===== src/rtl/vector_cmd_parser.sv =====
// vector_cmd_parser
// Assembles 5-byte host packets (header + four 6-bit data bytes) from a UART
// byte stream into draw/jump commands. Commands are queued in a small FIFO
// and issued to the line-drawing controller through a ready/pulse handshake.
//
// Ports
//   clk, reset_n         system clock, async active-low reset
//   rx_data, rx_valid    received byte and its one-cycle strobe
//   ready                controller can accept a command
//   x, y, shift          registered command fields, held until next issue
//   draw, jump           one-cycle issue pulses, never back-to-back
//   overflow             sticky: a command was dropped on a full FIFO
//   fifo_level           current FIFO occupancy
//
// Assembler states
//   state  | meaning
//   S_IDLE | waiting for a header; data bytes are discarded
//   S_D1   | header seen, expecting x[11:6]
//   S_D2   | expecting x[5:0]
//   S_D3   | expecting y[11:6]
//   S_D4   | expecting y[5:0]; push on DRAW/JUMP
module vector_cmd_parser #(
   parameter int DEPTH   = 16,
   parameter int TIMEOUT = 50000
) (
   input  logic                   clk,
   input  logic                   reset_n,
   input  logic [7:0]             rx_data,
   input  logic                   rx_valid,
   input  logic                   ready,
   output logic [11:0]            x,
   output logic [11:0]            y,
   output logic [3:0]             shift,
   output logic                   draw,
   output logic                   jump,
   output logic                   overflow,
   output logic [$clog2(DEPTH):0] fifo_level
);
   localparam int AW = $clog2(DEPTH);
   localparam int LW = AW + 1;
   localparam int TW = $clog2(TIMEOUT + 1);

   localparam logic [1:0] OP_DRAW  = 2'b01;
   localparam logic [1:0] OP_JUMP  = 2'b10;
   localparam logic [1:0] OP_FLUSH = 2'b11;

   typedef enum logic [2:0] {S_IDLE, S_D1, S_D2, S_D3, S_D4} asm_state_t;

   typedef struct packed {
      logic        is_jump;
      logic [11:0] x;
      logic [11:0] y;
      logic [3:0]  shift;
   } cmd_t;

   asm_state_t    state_q, state_d;
   logic [1:0]    op_q, op_d;
   logic [3:0]    shift_acc_q, shift_acc_d;
   logic [11:0]   x_acc_q, x_acc_d;
   logic [5:0]    y_hi_q, y_hi_d;
   logic [TW-1:0] tmr_q, tmr_d;
   logic [AW-1:0] wr_ptr_q, wr_ptr_d;
   logic [AW-1:0] rd_ptr_q, rd_ptr_d;
   logic [LW-1:0] level_q, level_d;
   logic          ovf_q, ovf_d;
   logic [11:0]   x_q, x_d;
   logic [11:0]   y_q, y_d;
   logic [3:0]    shift_q, shift_d;
   logic          draw_q, draw_d;
   logic          jump_q, jump_d;

   cmd_t mem_q [DEPTH];

   logic hdr, dat, flush, push_req, push_ok, pop;
   cmd_t push_cmd, head;

   always_comb begin
      state_d     = state_q;
      op_d        = op_q;
      shift_acc_d = shift_acc_q;
      x_acc_d     = x_acc_q;
      y_hi_d      = y_hi_q;
      tmr_d       = tmr_q;
      wr_ptr_d    = wr_ptr_q;
      rd_ptr_d    = rd_ptr_q;
      ovf_d       = ovf_q;
      x_d         = x_q;
      y_d         = y_q;
      shift_d     = shift_q;
      draw_d      = 1'b0;
      jump_d      = 1'b0;
      push_req    = 1'b0;

      hdr   = rx_valid & rx_data[7];
      dat   = rx_valid & ~rx_data[7];
      flush = hdr && (rx_data[6:5] == OP_FLUSH);

      push_cmd = {(op_q == OP_JUMP), x_acc_q, y_hi_q, rx_data[5:0], shift_acc_q};
      head     = mem_q[rd_ptr_q];

      // Inter-byte timer: reloaded on every byte, expires at zero.
      if (rx_valid) begin
         tmr_d = TW'(TIMEOUT);
      end else if (tmr_q != '0) begin
         tmr_d = tmr_q - TW'(1);
      end

      if (hdr) begin
         // A header always restarts assembly, discarding any partial packet.
         state_d = flush ? S_IDLE : S_D1;
         if (!flush) begin
            op_d        = rx_data[6:5];
            shift_acc_d = rx_data[3:0];
         end
      end else if (dat) begin
         case (state_q)
            S_D1: begin
               x_acc_d[11:6] = rx_data[5:0];
               state_d       = S_D2;
            end
            S_D2: begin
               x_acc_d[5:0] = rx_data[5:0];
               state_d      = S_D3;
            end
            S_D3: begin
               y_hi_d  = rx_data[5:0];
               state_d = S_D4;
            end
            S_D4: begin
               state_d  = S_IDLE;
               push_req = (op_q == OP_DRAW) || (op_q == OP_JUMP);
            end
            default: ;
         endcase
      end else if ((state_q != S_IDLE) && (tmr_q == '0)) begin
         state_d = S_IDLE;
      end

      // Issue only when no pulse is currently out, guaranteeing a low cycle
      // between pulses; a flush in the same cycle wins over the pop.
      pop     = (level_q != '0) && ready && !draw_q && !jump_q && !flush;
      push_ok = push_req && ((level_q != LW'(DEPTH)) || pop);

      if (pop) begin
         x_d      = head.x;
         y_d      = head.y;
         shift_d  = head.shift;
         draw_d   = !head.is_jump;
         jump_d   = head.is_jump;
         rd_ptr_d = rd_ptr_q + AW'(1);
      end
      if (push_ok) begin
         wr_ptr_d = wr_ptr_q + AW'(1);
      end
      if (push_req && !push_ok) begin
         ovf_d = 1'b1;
      end
      level_d = level_q + LW'(push_ok) - LW'(pop);

      if (flush) begin
         wr_ptr_d = '0;
         rd_ptr_d = '0;
         level_d  = '0;
         ovf_d    = 1'b0;
      end
   end

   always_ff @(posedge clk or negedge reset_n) begin
      if (!reset_n) begin
         state_q     <= S_IDLE;
         op_q        <= '0;
         shift_acc_q <= '0;
         x_acc_q     <= '0;
         y_hi_q      <= '0;
         tmr_q       <= '0;
         wr_ptr_q    <= '0;
         rd_ptr_q    <= '0;
         level_q     <= '0;
         ovf_q       <= 1'b0;
         x_q         <= '0;
         y_q         <= '0;
         shift_q     <= '0;
         draw_q      <= 1'b0;
         jump_q      <= 1'b0;
      end else begin
         state_q     <= state_d;
         op_q        <= op_d;
         shift_acc_q <= shift_acc_d;
         x_acc_q     <= x_acc_d;
         y_hi_q      <= y_hi_d;
         tmr_q       <= tmr_d;
         wr_ptr_q    <= wr_ptr_d;
         rd_ptr_q    <= rd_ptr_d;
         level_q     <= level_d;
         ovf_q       <= ovf_d;
         x_q         <= x_d;
         y_q         <= y_d;
         shift_q     <= shift_d;
         draw_q      <= draw_d;
         jump_q      <= jump_d;
      end
   end

   // Storage needs no reset; occupancy is tracked by the pointers and level.
   always_ff @(posedge clk) begin
      if (push_ok) begin
         mem_q[wr_ptr_q] <= push_cmd;
      end
   end

   assign x          = x_q;
   assign y          = y_q;
   assign shift      = shift_q;
   assign draw       = draw_q;
   assign jump       = jump_q;
   assign overflow   = ovf_q;
   assign fifo_level = level_q;

endmodule


===== config.mk =====
export PLATFORM = sky130hd
export DESIGN_NAME = vector_cmd_parser
export DESIGN_NICKNAME = d
export VERILOG_FILES = /design/src/rtl/vector_cmd_parser.sv
export SDC_FILE = /design/constraint.sdc
export NUM_CORES = 1
export LEC_CHECK = 0
export ABC_AREA = 1
export CORE_UTILIZATION = 50
export CTS_CLUSTER_SIZE = 10
export DETAILED_ROUTE_END_ITERATION = 7
export PLACE_DENSITY_LB_ADDON = 0.3
export SLEW_MARGIN = 20
export SYNTH_ARGS = -nofsm -noshare
export SYNTH_HDL_FRONTEND = slang
export SYNTH_SLANG_ARGS = --single-unit

===== constraint.sdc =====
create_clock -name clk -period 4.21 [get_ports clk]
set_input_delay 0.6315 -clock clk [delete_from_list [all_inputs] [get_ports clk]]
set_output_delay 0.6315 -clock clk [all_outputs]
set_load 0.01 [all_outputs]

==> results of run 1 <==
-- worst paths after layout --
check | end | slack [ns] | depth (start not counted)
max | fifo_level[4] | 1.20 | 13
min | x[7] | 0.07 | 1
max reg2reg | fifo_level[4] | 1.31 | 13
min reg2reg | y[10] | 0.48 | 2
max in group asynchronous | tmr_q[10] | 3.36 | 2
min in group clk | y[10] | 0.48 | 2
-- stage by stage --
stage	util, %	cell area, um^2
floorplan	-	22500
global placement	53.5	23700
detailed placement	53.5	23700
CTS	57.3	25400
global route	57.3	25400
finish	57.3	25400
-- flip-flops by register name, summed over array words and instances (netlist names), 4 cells and up --
| signal | flops |
|---|---|
| shift_acc_q | 4 |
| y_hi_q | 6 |
| y | 12 |
| x | 12 |
| rd_ptr_q | 4 |
| shift | 4 |
| tmr_q | 16 |
| wr_ptr_q | 4 |
| fifo_level | 5 |
| mem_q | 464 |
| x_acc_q | 12 |
-- cell usage after synthesis --
cell type and count:
o21ai_1 9, and2_1 1, buf_2 55, nand3_2 1, nor3_2 1, edfxtp_1 464, inv_4 1, o31ai_1 1
nor2_2 3, buf_1 6, inv_1 57, fa_1 1, buf_4 14, nor3_1 13, nand2_1 807, nor3_4 1
o21ai_0 28, buf_6 2, or2_0 1, a31oi_1 2, or2_2 3, nand3_1 258, nand4_1 8, nor3b_1 1
nand4_2 1, a21oi_1 67, nor2_4 1, nand2_2 1, nor3b_2 1, xor2_1 4, clkbuf_1 23, ha_1 13
nor2_1 82, inv_2 4, dfrtp_1 87, nand2_4 2
-- metal layers --
layer	part of all wire [%]	global-route usage (%)
met2	46	38.1
met5	0	0
met1	43	35.1
met4	2.0	6.93
met3	9.3	4.58
-- placed cells by master, fill, tap and decap left out, types with 46 or more instances in the layout --
master / count
clkdlybuf4s50_1: 46
nand3_1: 258
a21oi_1: 67
nor2_1: 78
inv_1: 57
nand2_1: 807
clkbuf_16: 61
dfrtp_1: 85
clkbuf_1: 50
edfxtp_1: 464
-- where the power goes --
part / switching, mW / total [mW] / internal (mW)
sequential: 0.713 / 7.36 / 6.65
clock: 2.00 / 4.70 / 2.70
combinational: 3.21 / 4.68 / 1.47
total: 5.92 / 16.7 / 10.8
-- area by class of cell --
cell class / count / area, um^2
Tap cell: 592 / 741
Clock inverter: 1 / 5.00
Fill cell: 3624 / 18900
Sequential cell: 551 / 16100
Inverter: 62 / 239
Clock buffer: 111 / 1710
Timing Repair Buffer: 93 / 842
Multi-Input combinational cell: 1311 / 5760
-- cell families after synthesis --
family,count (synthesis),share of synthesized area [%]
AO/OA/AOI/OAI,107,2.40
XOR/XNOR,4,0.156
adder cells (fa/ha/maj),14,0.811
buffers and inverters,162,3.32
flip-flops,551,71.5
AND/OR/NAND/NOR,1186,21.8
==> impl_metrics.toml, run 1 <==
[status]
status = "finished clean"

[die]
pin_count = 48
coreArea_mm2 = 0.0443
start_util_pct = 50.8
die_w_um = 214
fp-row-count = 77
die_h_um = 214
die-area_mm2 = 0.0459

[cts]
path_clk_slew_ns = 0.06
cts_buffer_depth = 3
cts_sinks = 551
postCtsSetupRepairBufs = 0
cts_tree = "done"
cts-htree-levels = 2
root_buffer = "clkbuf_16"
postCtsResizedCells = 0
cts_made_buffers = 61
hold_buffers = 0
insertion_delay_ns = 0.61

[sta]
finalClockSkew_ns = 0.0201
maxSlewViolCount = 0
rsz0062_at_grt = "false"
max_freq_ghz = 0.333
setup_violations = 0
setup_slack_ns = 1.20
fin_hold_ws_ns = 0.0693
max_slew_margin_pct = 23.7
fin_crit_ns = 3.01
tns_ns = 0
hold_violations = 0
period_share_pct = 71.4
max_slew.worst_pin.slew_ns = 1.14

[routing]
num_vias = 14861
ant_nets = 0
drt-total-wl_um = 55200
vias_per_cell = 5.46
post-route-drc-count = 0
firstDrtPassIters = 8
drtIter0Drc = 1539
wire_per_inst_um = 20.3

[synth]
synth_top_cell_by_area = "edfxtp_1"
yosysWarnings = 0
syn_nets = 2050
ys_seq_elements = 551
syn_inst = 2024
syn_avg_cell_area_um2 = 11.1
synth_area_leaders = "edfxtp_1 62%, nand2_1 13%, dfrtp_1 9.7%"
syn_area_mm2 = 0.0225
synth.distinct_cells = 36
synth_top_area_share_pct = 61.9
ys_seq_area_share_pct = 71.5

[worst_setup_path]
endpoint_kind = "flop"
critPathSlowestCell = "clkdlybuf4s50_1"
cp_cell_sequence = "clkdlybuf4s50_1, nand2_4, nor3_4, nand2_4, ha_1, inv_1, ha_1, fa_1, nand2_1, a21oi_1, nor2_1, o21ai_0, a21oi_1"
cp_max_fo = 17
r2r_start = "op_q[0]"
arrival_ns = 3.53
path_class = "input port to flop"
critPathLaunch = "rx_valid"
crit_required_ns = 4.74
slowest_delay_ns = 0.70
timing.critical_path.buf_inv = 2
critical_path.top_delay_family = "adder cells"
startpoint_type = "input port"

[pwr]
cellPowerDensity_mw_per_mm2 = 659
power_mw = 16.7
power.leakage_nw = 9.94
ir_worst_vdd_v = 0.000448

[finish]
layout.nets = 2106
layout-area-overhead-vs-synth_pct = 12.9
fin_cells = 2721
drive_gt1_share_pct = 6.86
diodes = 0

[placed_design]
portBuffers = 47
gp_congestion = 0.828
pre_cts_ws_ns = 0.604
dp.cells = 2609
hpwl_um = 31900

[global_route]
grt_max_degree = 236
overflow = 0
grt_pass1_vias = 14663
grt_pass1_wl_um = 85400
track_usage_pct = 24.4
antenna_found_initial = 1

[job]
maxCapViolCount = 0

[worst_hold_path]
hp-class = "input port to async pin"
Power figures use the tool's default switching activity.
==> run 2, diff against run 1 <==
==> constraint.sdc (replaced) <==
create_clock -name clk -period 2.62 [get_ports clk]
set_input_delay 0.393 -clock clk [delete_from_list [all_inputs] [get_ports clk]]
set_output_delay 0.393 -clock clk [all_outputs]
set_load 0.01 [all_outputs]
==> run 2 against run 1 <==
Worst hold slack improved by 0.28 ns; critical path type is now flop to flop; largest cell class unchanged; via count rose by 2.9%; worst setup slack got worse by 1.0 ns; wire length rose by 0.28%; count of clock-buffer cells in the layout rose by 1; sequential share of layout area fell by 2.3 points; highest routed layer unchanged; critical endpoint unchanged; clock power rose by 77%.
==> impl_metrics.toml, run 2 (same netlist as run 1, synthesis figures left out) <==
[worst_setup_path]
critical_path.top_delay_family = "adder cells"
path_common_cell = "ha_1"
startpoint_type = "flop"
r2r_start = "fifo_level[2]"
crit_required_ns = 3.05
critPathSlowestCell = "fa_2"
cp_max_fo = 4
r2r_cells = 15
cp_cell_sequence = "inv_1, ha_1, nand3_2, nand3_4, nand2_4, nand2_4, ha_1, inv_1, ha_1, fa_2, nand2_1, a21oi_1, nor2_1, buf_4, a21oi_1"
endpoint_kind = "flop"
reg2reg_slack_ns = 0.17
path_class = "flop to flop"
r2r_end = "fifo_level[4]"
arrival_ns = 2.88
slowest_delay_ns = 0.37
timing.critical_path.buf_inv = 3

[pwr]
ir_worst_vdd_v = 0.000861
cellPowerDensity_mw_per_mm2 = 1060
power.leakage_nw = 10.4

[sta]
max_slew_margin_pct = 35.3
setup_violations = 0
hold_violations = 0
setup_slack_ns = 0.173
max_freq_ghz = 0.409
period_share_pct = 93.4
fin_hold_ws_ns = 0.347
fin_crit_ns = 2.45
max_slew.worst_pin.slew_ns = 0.968
tns_ns = 0
maxSlewViolCount = 0
finalClockSkew_ns = 0.0279

[placed_design]
gp_congestion = 0.826
pre_cts_ws_ns = -0.239
portBuffers = 47
hpwl_um = 32500

[finish]
final_common_cell = "nand2_1"
reg_top3 = "mem_q: 464 flops, tmr_q: 16 flops"
largest_register_ffs = 464
layout_common_cells = "807 x nand2_1, 464 x edfxtp_1, 257 x nand3_1"
diodes = 0
layout.nets = 2149
drive_gt1_share_pct = 9.07
top_register = "mem_q"
layout-area-overhead-vs-synth_pct = 17.1

[routing]
wire_per_inst_um = 20.0
num_vias = 15292
ant_nets = 0
drt-total-wl_um = 55300
firstDrtPassIters = 7
vias_per_cell = 5.53
post-route-drc-count = 0
drtIter0Drc = 1289

[cts]
cts_buffer_depth = 3
cts_tree = "done"
root_buffer = "clkbuf_16"
cts_made_buffers = 66
cts_sinks = 551
insertion_delay_ns = 0.58
cts-htree-levels = 3
path_clk_slew_ns = 0.05

[global_route]
grt_max_degree = 114
antenna_found_initial = 0
track_usage_pct = 24.8
grt_pass1_vias = 15409
grt_pass1_wl_um = 88000
overflow = 0

[die]
start_util_pct = 50.8
pin_count = 48
die_h_um = 214
fp-row-count = 77
die-area_mm2 = 0.0459
die_w_um = 214
coreArea_mm2 = 0.0443

[status]
status = "finished clean"

[worst_hold_path]
hp-class = "input port to async pin"

[job]
maxCapViolCount = 0
run 2: per-layer routing:
metal | up-vias | track usage (%) | wire length, um
met3 | 94 | 4.18 | 4020
met4 | 0 | 8.12 | 1500
met2 | 625 | 41.3 | 27400
met1 | 7490 | 33.4 | 22500
li1 | 7083 | - | -
met5 | - | 0 | 0
run 2: area by class of cell:
class                   instances  area (um^2)
repair buffers                131         1460
well taps                     592          741
multi-input cells            1311         5860
inverters                      62          238
clock inverters                 5         58.8
flip-flops and latches        551        16100
fillers                      3574        18000
clock buffers                 112         1890
run 2: where the power goes:
| group | switching (mW) | total (mW) | internal [mW] |
|---|---|---|---|
| registers | 0.991 | 11.7 | 10.7 |
| clock network | 3.33 | 8.31 | 4.98 |
| logic | 5.19 | 7.83 | 2.63 |
| total | 9.52 | 27.8 | 18.3 |
run 2: repair_timing:
action / in CTS / in global routing
resized for setup: 0 / 3
hold buffers: 1 / 0
endpoints found under the setup margin: 0 / 1
buffers inserted: 0 / 2
hold endpoints to repair: 30 / 0
run 2: worst max-delay path by stage:
stage,startpoint,end,cells past startpoint
detailed placement,rx_data[5],fifo_level[4],15
floorplan,op_q[0],mem_q[11][0],5
global route,fifo_level[2],fifo_level[4],15
finish,fifo_level[2],fifo_level[4],15
CTS,op_q[0],fifo_level[4],13
global placement,rx_data[5],fifo_level[4],14
run 2: per-stage QoR:
stage                     cell area (um^2)  utilization [%]  total power, mW  std cells
after CTS                            26300             59.4             27.9       2762
after global routing                 26400             59.5             29.3       2764
after detailed placement             24400             55.0             19.6       2644
after global placement               24400             55.0             19.5       2644
after floorplan                      22600                -             16.5       2024
final                                26400             59.5             27.8       2764
==> run 3, diff against run 2 <==
--- a/config.mk
+++ b/config.mk
@@ -5,7 +5,6 @@
 export SDC_FILE = /design/constraint.sdc
 export NUM_CORES = 1
 export LEC_CHECK = 0
-export ABC_AREA = 1
 export CORE_UTILIZATION = 50
 export CTS_CLUSTER_SIZE = 10
 export DETAILED_ROUTE_END_ITERATION = 7
==> run 3 against run 2 <==
The flow now finishes with violations (negative setup slack); cell count decreased by 35%; worst setup slack got worse by 0.30 ns; cell area decreased by 3.7%; critical endpoint unchanged; highest routed layer unchanged.
==> impl_metrics.toml, run 3 <==
[placed_design]
pre_cts_ws_ns = -0.546
place_area_mm2 = 0.0236
hpwl_um = 27600
dp.cells = 1687
portBuffers = 47
gp_congestion = 0.768

[synth]
syn_inst = 1060
synthArstFlopShare_pct = 15.8
ys_seq_area_share_pct = 75.3
syn_area_mm2 = 0.0214
syn_nets = 1086
yosys_most_used_dff = "edfxtp_1"
syn_avg_cell_area_um2 = 20.2
synth_edf_count = 464
synth_common_cells = "464 x edfxtp_1, 117 x mux4_2, 87 x dfrtp_1, 58 x o22ai_1, 50 x mux2_2"
synth_top_cell_by_area = "edfxtp_1"
synth_top_area_share_pct = 65.1
synth_most_common_cell = "edfxtp_1"
yosysWarnings = 0
synth_area_leaders = "edfxtp_1 65%, mux4_2 12%, dfrtp_1 10%"
ys_seq_elements = 551
synth.distinct_cells = 55

[finish]
layout-area-overhead-vs-synth_pct = 18.6
fin_area_mm2 = 0.0254
fillCellCount = 2961
fin_cells = 1805
final_core_util_pct = 60.4
top_register = "mem_q"
layout.nets = 1241
layout_common_cells = "464 x edfxtp_1, 117 x mux4_2, 84 x dfrtp_1"
drive_gt1_share_pct = 29.5
reg_top3 = "mem_q: 464 flops, tmr_q: 16 flops"
diodes = 0
largest_register_ffs = 464
final_common_cell = "edfxtp_1"

[global_route]
grtUsageMet1_pct = 30.4
grt_pass1_wl_um = 69800
grt_busiest_layer = "met2"
overflow = 0
track_usage_pct = 21.9
grt_pass1_vias = 11097
antenna_found_initial = 0
gr-usage-met2_pct = 35.6
grt_max_degree = 59
gr-usage-met3_pct = 3.95

[status]
violations = "negative setup slack"
status = "finished with violations"

[worst_setup_path]
endpoint_kind = "flop"
startpoint_type = "flop"
r2r_start = "fifo_level[2]"
crit_required_ns = 3.16
cp_max_fo = 2
critPathLaunch = "fifo_level[2]"
path_class = "flop to flop"
arrival_ns = 3.28

[sta]
maxSlewViolCount = 0
max_slew_margin_pct = 44.0
hold_violations = 0
fin_hold_ws_ns = 0.349
finalClockSkew_ns = 0.0147
tns_ns = -0.124
setup_violations = 1
rsz0062_at_grt = "true"
setup_slack_ns = -0.124
max_freq_ghz = 0.364
period_share_pct = 105
fin_crit_ns = 2.74
max_slew.worst_pin.slew_ns = 0.837

[pwr]
p_sw_mw = 7.31
p_clk_share_pct = 29.7
p_int_mw = 18.6
switching_share_pct = 28.2
power.leakage_nw = 8.41
cellPowerDensity_mw_per_mm2 = 1020
p_comb_share_pct = 25.2
power_mw = 25.9
pwr-share-seq_pct = 45.2
ir_worst_vdd_v = 0.000643

[die]
pin_count = 48
die_h_um = 209
start_util_pct = 50.9
die-area_mm2 = 0.0436
die_w_um = 209
fp-row-count = 75
coreArea_mm2 = 0.0420

[cts]
cts_buffer_depth = 3
cts-htree-levels = 2
cts_made_buffers = 61
cts_tree = "done"
root_buffer = "clkbuf_16"
path_clk_slew_ns = 0.06
insertion_delay_ns = 0.61
cts_sinks = 551

[routing]
wire_per_inst_um = 25.6
vias_per_cell = 5.96
drt-total-wl_um = 46200
num_vias = 10766
drtIter0Drc = 869
post-route-drc-count = 0
firstDrtPassIters = 5
ant_nets = 0

[job]
maxCapViolCount = 0

[worst_hold_path]
hp-class = "input port to async pin"
[run 3: critical path, cell delays in order (launching register included)]
cell     delay [ns]
dfrtp_1        0.39
inv_2          0.09
ha_4           0.13
or4b_4         0.47
and3_4         0.18
ha_4           0.25
inv_2          0.04
ha_4           0.15
fa_2           0.34
a21oi_2        0.12
nor2_1         0.05
or3_1          0.34
a21oi_1        0.12
[run 3: power by group through the flow]
stage                     logic, mW  clock network (mW)  registers [mW]
final                          6.53                7.69            11.7
after global routing           7.04                8.18            11.8
after floorplan                4.37                   0            11.5
after global placement         6.47                   0            11.8
after CTS                      6.64                7.83            11.7
after detailed placement       6.56                   0            11.9
[run 3: timing repair]
action	4_1_cts	5_1_grt
setup buffers	1	2
endpoints found under the hold margin	37	0
endpoints found under the setup margin	1	1
hold buffers	1	0
resized for setup	5	0
[run 3: area by class of cell]
class                   count  area [um^2]  share of cell area (%)
clock buffers             112         1750                    6.89
well taps                 539          674                    2.66
clock inverters             2         21.3                  0.0838
repair buffers            149         1610                    6.35
inverters                  13         51.3                   0.202
flip-flops and latches    551        16100                    63.5
multi-input cells         439         5160                    20.3
[run 3: worst paths after layout]
| kind | to | cells after the start | slack (ns) |
|---|---|---|---|
| setup / recovery | fifo_level[4] | 12 | -0.12 |
| hold / removal | shift[0] | 2 | 0.35 |
| setup reg to reg | fifo_level[4] | 12 | -0.12 |
| hold reg to reg | op_q[1] | 1 | 0.51 |
| max in group asynchronous | y_hi_q[2] | 3 | 1.46 |
| min in group clk | op_q[1] | 1 | 0.51 |
[run 3: cell families (layout without fill, tap and decap cells)]
group | after synthesis | count (layout) | share of synthesized area, %
flops | 551 | 551 | 75.3
mux | 176 | 176 | 15.4
compound gates | 124 | 124 | 3.45
simple gates | 117 | 117 | 3.36
buf+inv | 70 | 276 | 1.36
fa+ha+maj | 14 | 14 | 0.853
xor+xnor | 8 | 8 | 0.327
[run 3: per-layer routing]
| layer | share of wire, % | vias to the layer above | wire length [um] |
|---|---|---|---|
| met5 | 0 | - | 0 |
| met2 | 50 | 312 | 22900 |
| met1 | 42 | 5698 | 19600 |
| met3 | 5.9 | 61 | 2730 |
| met4 | 2.2 | 0 | 1000 |
| li1 | - | 4695 | - |
